--- src/rtl/hazard_scoreboard.sv ---
// rtl/hazard_scoreboard.sv - data-hazard scoreboard: youngest-producer forwarding and load-use stall
module hazard_scoreboard #(
  parameter int XLEN       = 32,
  parameter int AW         = 5,
  parameter int STAGES     = 3,
  parameter int LOAD_STAGE = 1,
  parameter int CNT_W      = 16
) (
  input  logic                         clk,
  input  logic                         rst_n,
  input  logic                         id_valid_i,
  input  logic [AW-1:0]                id_rs1_i,
  input  logic [AW-1:0]                id_rs2_i,
  input  logic                         id_rs1_use_i,
  input  logic                         id_rs2_use_i,
  input  logic [AW-1:0]                id_rd_i,
  input  logic                         id_rd_we_i,
  input  logic                         id_is_load_i,
  input  logic [XLEN-1:0]              rf_rs1_data_i,
  input  logic [XLEN-1:0]              rf_rs2_data_i,
  input  logic [STAGES*XLEN-1:0]       stage_data_i,
  input  logic                         hold_i,
  input  logic                         flush_i,
  output logic                         stall_o,
  output logic [XLEN-1:0]              rs1_data_o,
  output logic [XLEN-1:0]              rs2_data_o,
  output logic [$clog2(STAGES+1)-1:0]  rs1_fwd_o,
  output logic [$clog2(STAGES+1)-1:0]  rs2_fwd_o,
  output logic [STAGES-1:0]            inflight_o,
  output logic [CNT_W-1:0]             stall_cnt_o
);

  localparam int FW = $clog2(STAGES+1);

  logic [STAGES-1:0] valid;
  logic [STAGES-1:0] we;
  logic [STAGES-1:0] is_load;
  logic [AW-1:0]     rd [STAGES];
  logic [CNT_W-1:0]  cnt;

  logic [STAGES-1:0] ready;
  logic [STAGES-1:0] match1;
  logic [STAGES-1:0] match2;
  logic              hit1, hit2;
  logic              rdy1, rdy2;
  logic [FW-1:0]     sel1, sel2;
  logic [XLEN-1:0]   fwd_data1, fwd_data2;
  logic              hazard;

  always_comb begin
    for (int k = 0; k < STAGES; k++) begin
      ready[k]  = !is_load[k] || (k >= LOAD_STAGE);
      match1[k] = valid[k] && we[k] && (rd[k] == id_rs1_i) && (id_rs1_i != '0)
                  && id_rs1_use_i && id_valid_i;
      match2[k] = valid[k] && we[k] && (rd[k] == id_rs2_i) && (id_rs2_i != '0)
                  && id_rs2_use_i && id_valid_i;
    end
  end

  // Scan oldest to youngest so the lowest matching entry overwrites; an older
  // ready producer must never mask a younger load that is still in flight.
  always_comb begin
    hit1      = 1'b0;
    hit2      = 1'b0;
    rdy1      = 1'b1;
    rdy2      = 1'b1;
    sel1      = '0;
    sel2      = '0;
    fwd_data1 = '0;
    fwd_data2 = '0;
    for (int k = STAGES-1; k >= 0; k--) begin
      if (match1[k]) begin
        hit1      = 1'b1;
        rdy1      = ready[k];
        sel1      = FW'(k + 1);
        fwd_data1 = stage_data_i[k*XLEN +: XLEN];
      end
      if (match2[k]) begin
        hit2      = 1'b1;
        rdy2      = ready[k];
        sel2      = FW'(k + 1);
        fwd_data2 = stage_data_i[k*XLEN +: XLEN];
      end
    end
  end

  assign hazard      = (hit1 && !rdy1) || (hit2 && !rdy2);
  assign stall_o     = hazard && !flush_i;
  assign rs1_fwd_o   = sel1;
  assign rs2_fwd_o   = sel2;
  assign rs1_data_o  = hit1 ? fwd_data1 : rf_rs1_data_i;
  assign rs2_data_o  = hit2 ? fwd_data2 : rf_rs2_data_i;
  assign inflight_o  = valid;
  assign stall_cnt_o = cnt;

  always_ff @(posedge clk or negedge rst_n) begin
    if (!rst_n) begin
      valid   <= '0;
      we      <= '0;
      is_load <= '0;
      cnt     <= '0;
      for (int k = 0; k < STAGES; k++) begin
        rd[k] <= '0;
      end
    end else if (!hold_i) begin
      for (int k = STAGES-1; k > 0; k--) begin
        valid[k]   <= valid[k-1];
        we[k]      <= we[k-1];
        is_load[k] <= is_load[k-1];
        rd[k]      <= rd[k-1];
      end
      valid[0]   <= id_valid_i && !stall_o && !flush_i;
      we[0]      <= id_rd_we_i;
      is_load[0] <= id_is_load_i;
      rd[0]      <= id_rd_i;
      if (stall_o && (cnt != '1)) begin
        cnt <= cnt + 1'b1;
      end
    end
  end

endmodule

--- config.mk ---
export PLATFORM = sky130hd
export DESIGN_NAME = hazard_scoreboard
export DESIGN_NICKNAME = d
export VERILOG_FILES = /design/src/rtl/hazard_scoreboard.sv
export SDC_FILE = /design/constraint.sdc
export NUM_CORES = 1
export LEC_CHECK = 0
export BUFFER_PORTS_ARGS = -buffer_cell sky130_fd_sc_hd__clkbuf_2
export CORE_AREA = 2 2 106 108
export DETAILED_ROUTE_END_ITERATION = 10
export DIE_AREA = 0 0 108 110
export PLACE_DENSITY = 0.78
export SYNTH_ARGS = -nofsm -noshare
export SYNTH_HDL_FRONTEND = slang
export SYNTH_SLANG_ARGS = --single-unit
--- constraint.sdc ---
create_clock -name clk -period 2.25 [get_ports clk]
set_clock_uncertainty 0.05 [all_clocks]
set_input_delay 0.1125 -clock clk [delete_from_list [all_inputs] [get_ports clk]]
set_output_delay 0.1125 -clock clk [all_outputs]
set_load 0.005 [all_outputs]
==> results of run 1 <==
==> kinds of logic (layout without fill, tap and decap cells) <==
logic type,count (synthesis),in the layout
AOI/OAI and AO/OA,88,88
buffers and inverters,81,389
adders and majority gates,1,1
and+or+nand+nor,160,160
muxes,86,86
DFF,38,38
xor gates and xnor gates,45,45
==> layout by cell type, fill, tap and decap left out, types with 3 or more instances in the layout <==
| master | count |
|---|---|
| buf_4 | 40 |
| buf_12 | 12 |
| nor2_2 | 5 |
| dlygate4sd3_1 | 6 |
| inv_1 | 37 |
| or4_1 | 4 |
| or4_4 | 3 |
| nor4_1 | 4 |
| nand4_1 | 15 |
| buf_6 | 8 |
| clkbuf_16 | 4 |
| mux2i_1 | 61 |
| xnor2_2 | 3 |
| nor4_4 | 3 |
| xnor2_1 | 21 |
| clkbuf_8 | 5 |
| nand2_1 | 11 |
| clkbuf_2 | 213 |
| nor2_1 | 64 |
| a21oi_2 | 8 |
| mux2_2 | 21 |
| nor3_1 | 33 |
| xor2_1 | 21 |
| buf_2 | 57 |
| nand3_1 | 7 |
| dfrtp_1 | 37 |
| a221oi_2 | 26 |
| a211oi_2 | 38 |
| a221oi_4 | 6 |
==> area by class of cell <==
cell class / instances / area, um2
Clock buffer: 5 / 68.8
Clock inverter: 3 / 45.0
Fill cell: 854 / 3650
Inverter: 37 / 139
Multi-Input combinational cell: 380 / 3440
Sequential cell: 38 / 952
Tap cell: 140 / 175
Timing Repair Buffer: 344 / 2230
==> through the flow <==
step | TNS [ns] | worst slack [ns] | utilization (%)
after floorplan | 0 | 0.106 | -
after global placement | -6.12 | -0.194 | 58.5
after detailed placement | -7.94 | -0.208 | 58.5
after CTS | -15.50 | -0.361 | 62.3
after global routing | -22.81 | -0.447 | 65.8
final | -18.84 | -0.420 | 65.8
==> report_power, final <==
part	switching, mW	total (mW)	leakage [nW]	internal (mW)
combinational	0.368	0.810	2.73	0.442
clock	0.274	0.604	0.0504	0.330
sequential	0.0609	0.800	0.474	0.740
total	0.703	2.21	3.26	1.51
==> routing by layer <==
metal  up-vias  track usage, %  routed length [um]
met5         -               0                   0
met4         0            12.1                 780
met3        71            4.47                1430
met2       318            49.0                9240
met1      2624            33.8                7100
li1       2448               -                   -
==> repair_timing <==
item                                   in CTS  in global routing
cloned                                      2                  5
setup buffers                               3                  4
pin swaps                                  11                 12
resized for setup                          31                108
setup endpoints to repair                  80                 72
hold buffers                                5                  1
endpoints found under the hold margin      42                  1
==> cell usage after synthesis (2+ instances only) <==
library cell  number
and2_1             2
xnor2_1           23
buf_2             17
nand2_1           12
o21ai_0            2
buf_4              2
nand4_1           15
dfrtp_1           38
mux2i_1           64
nor4_1             7
clkbuf_1          14
a221oi_2          31
xor2_1            21
nand3_1            7
or4_1              7
nor3_1            33
inv_1             37
mux2_2            22
nor3b_1            2
a211oi_2          24
a211oi_1          15
a21oi_1            9
nor2_1            70
buf_6             11
==> final timing paths <==
path / start / end
worst max register to register: rd[12] / stall_cnt_o[4]
worst min-delay path: id_rd_i[1] / rd[11]
min in group asynchronous: rst_n / inflight_o[2]
worst max-delay path: rd[9] / rs1_data_o[11]
worst min register to register: stall_cnt_o[14] / stall_cnt_o[14]
max in group asynchronous: rst_n / rd[1]
==> state kept, by name, summed over array words and instances (netlist names) <==
signal       count
inflight_o       3
we               3
is_load          1
stall_cnt_o     16
rd              15
==> results.ini, run 1 <==
[worst_setup_path]
path_cells = xor2_1, or4b_4, o41a_4, buf_12, a221oi_4, buf_2
rrSetupSlack_ns = -0.07
critical_path_class = flop to output pin
worstSetupStartpointType = flop
cp_data_arrival_time_ns = 2.51
crit_cells = 6
cpMaxStageDelayCell = or4b_4
crit_path_max_fanout = 18
path_buf_inv = 2
critical-path-max-stage-delay_ns = 0.56
crit_family = compound AO/OA/AOI/OAI gates
worstPathRequired_ns = 2.09
crit_path_end_kind = output pin
rr_worst_depth = 8

[floorplan]
coreArea_mm2 = 0.0107
boundaryPins = 272
rows = 38
die_height_um = 110
die_area_mm2 = 0.0119
die_w_um = 108
start_util_pct = 41.5

[drt]
wire_per_inst_um = 19.6
dr.first_iter.drc_count = 408
drt-pass1-iter-count = 5
viasPerCell = 5.77
wl_mm = 18.5
antenna_left = 0
vias = 5461
drt_drc_violations_left = 0

[synthesis]
synthAdderAreaFrac_pct = 0.282
ys_seq_elements = 38
synth_top_family_by_area = compound AO/OA/AOI/OAI gates
syn_inst = 499
synth_seq_area_share_pct = 21.4
synth_area_leader_cell = dfrtp_1
synthMuxAreaShare_pct = 20.0
synth-simple-area-share_pct = 17.3
yosys.cell_types.count = 38
synth_nets = 684
ys.flop_type = dfrtp_1
syn_area_mm2 = 0.00444
yosysWarningCount = 0
async_reset_ff_share_pct = 100
syn_avg_cell_area_um2 = 8.90
synth_top_area_share_pct = 21.4
synth_compound_area_share_pct = 22.6
synth-xor-area-share_pct = 9.05
synth_edf_count = 0
synth_area_leaders = dfrtp_1, mux2i_1, a221oi_2

[sta]
finalMaxSlewViolations = 0
period_needed_ns = 2.67
maxSlewHeadroom_pct = 35.8
setup_violations = 71
setup_slack_ns = -0.420
fin_crit_sh_pct = 119
finalHoldViolCount = 0
tightestPinTransition_ns = 0.963
holdWs_ns = 0.00654
fmax_mhz = 374
rsz0062_at_grt = true

[clock_tree]
clk_pin_slew_worst_paths_ns = 0.08
cts_tree = built
cts_inserted_buffers = 5
root_buffer = clkbuf_8
cts_max_level = 2
numClockSinks = 38
clk_latency_ns = 0.29
cts_buffer_depth = 2

[placed_design]
place.gp.congestion = 0.924
dp.cells = 919
dp_hpwl_mm = 13.1
place.port_buffers = 271
placed_cell_area_mm2 = 0.00626

[flow_run]
drv_cap = 0

[finish]
drive_gt1_share_pct = 59.1
final_area_mm2 = 0.00704
diodes = 0
finalNetCount = 991
area_growth_pct = 58.7
fin_cells = 947

[global_route]
grt_pass1_vias = 5245
antenna_found_initial = 0
grt_usage_pct = 27.9
overflow = 0
grt_pass1_wl_mm = 26.0
grt_max_degree = 39

[hold_path]
hold_depth = 2
hp-class = input pin to flop

[outcome]
status = complete, but fails checks
violations = setup timing

[power_and_ir_drop]
leakage_nw = 3.26
power_density_mw_per_mm2 = 314
ir_drop_mv = 0.445
fin_total_pwr_mw = 2.21

Note: power is estimated with default switching activity, not from simulation.
==> run 2: changes to the inputs <==
- RECOVER_POWER: not set -> 50
- clock period: 2.25 -> 2.65 ns (I/O delays scaled with it)
==> run 2 against run 1 <==
Compared with the run above: the run ends with capacitance limit, slew limit left; worst setup slack better by 0.42 ns; non-clock buffer count down 37; first-iteration DRC count up 12%; count of clock-buffer cells in the layout up 3; worst hold slack better by 0.010 ns; sequential power down 14%.
==> results.ini, run 2 (synthesis results as in run 1) <==
[outcome]
status = complete, but fails checks
violations = capacitance limit, slew limit

[floorplan]
die_w_um = 108
rows = 38
start_util_pct = 41.5
boundaryPins = 272
coreArea_mm2 = 0.0107
die_area_mm2 = 0.0119
die_height_um = 110

[power_and_ir_drop]
power_density_mw_per_mm2 = 285
ir_drop_mv = 0.372
fin_total_pwr_mw = 1.77
leakage_nw = 2.93

[worst_setup_path]
worstPathRequired_ns = 2.47
worstSetupStartpointType = flop
crit_path_max_fanout = 10
critical_path_class = flop to output pin
crit_path_end_kind = output pin
cp_data_arrival_time_ns = 2.47

[global_route]
grt_usage_pct = 26.2
overflow = 0
grt_pass1_vias = 4993
grt_max_degree = 39
antenna_found_initial = 0
grt_pass1_wl_mm = 24.6

[sta]
period_needed_ns = 2.65
tightestPinTransition_ns = 2.05
fin_crit_sh_pct = 100
fmax_mhz = 378
finalHoldViolCount = 0
maxSlewHeadroom_pct = -36.5
setup_violations = 0
finalMaxSlewViolations = 39
rsz0062_at_grt = true
holdWs_ns = 0.0170
fin_setup_tns_ns = 0

[drt]
vias = 5133
wl_met3_mm = 1.16
routed.top_layer = met4
wl_mm = 17.0
antenna_left = 0
drt_drc_violations_left = 0
wl_met2_mm = 8.53
drt-pass1-iter-count = 5
viasPerCell = 5.64
wire_per_inst_um = 18.6
wl_met1_mm = 6.89
dr.first_iter.drc_count = 458

[clock_tree]
cts_max_level = 2
numClockSinks = 38
root_buffer = clkbuf_8
cts_inserted_buffers = 5
clk_latency_ns = 0.29
cts_buffer_depth = 2
cts_tree = built
clk_pin_slew_worst_paths_ns = 0.08

[placed_design]
place.gp.congestion = 0.891
place.port_buffers = 271
dp_hpwl_mm = 12.8

[finish]
drive_gt1_share_pct = 51.7
layout_common_cells = clkbuf_2, nor2_1, mux2i_1
finalNetCount = 954
area_growth_pct = 40.3
largest_reg_flops = 16
final_common_cell = clkbuf_2
diodes = 0

[flow_run]
drv_cap = 1

[hold_path]
hp-class = input pin to flop

## run 2: layout make-up
class                   count  area (um2)
fillers                   976        4470
flip-flops and latches     38         951
inverters                  37         139
clock buffers               8         110
well taps                 140         175
repair buffers            307        1690
multi-input cells         380        3160
## run 2: report_power, final
group	switching [mW]	leakage, nW	total (mW)	internal, mW
sequential	0.0605	0.475	0.688	0.628
combinational	0.279	2.39	0.616	0.337
clock	0.205	0.0575	0.468	0.263
total	0.545	2.93	1.77	1.23
## run 2: path summary, 6_finish.rpt
path / startpoint / endpoint / slack [ns] / cells after the start
max in group asynchronous: rst_n / we[2] / 0.45 / 2
min in group asynchronous: rst_n / stall_cnt_o[3] / 0.93 / 2
max: rd[12] / rs1_data_o[24] / 0.001 / 7
min reg2reg: stall_cnt_o[14] / stall_cnt_o[14] / 0.45 / 1
max reg2reg: rd[12] / stall_cnt_o[9] / 0.24 / 6
min: id_rd_i[0] / rd[10] / 0.02 / 2
## run 2: per-layer routing
metal / vias to the layer above / track usage, %
li1: 2373 / -
met1: 2448 / 32.2
met2: 279 / 47.6
met3: 33 / 3.53
met4: 0 / 8.61
met5: - / 0
## run 2: worst max-delay path, cell delays in order (launching register included)
cell,delay [ns]
dfrtp_1,0.43
xnor2_1,0.19
nand4_1,0.16
or4_4,0.48
and2_2,0.22
buf_4,0.21
a221oi_2,0.31
clkbuf_2,0.17
## run 2: stage by stage
step           util, %  instance area (um2)  instances  setup WS (ns)
2_1_floorplan        -                 4440        499          0.486
3_3_place_gp      55.4                 5930        889          0.166
3_5_place_dp      55.4                 5930        889          0.154
4_1_cts           57.8                 6180        907         0.0104
5_1_grt           58.2                 6230        910        -0.0572
6_report          58.2                 6230        910        0.00116
## run 2: what timing repair did
item,4_1_cts,5_1_grt
gates resized for setup,8,22
setup buffers,8,3
cloned,1,0
setup endpoints to repair,64,45
pin swaps,5,2
hold buffers,1,0
hold endpoints to repair,38,0
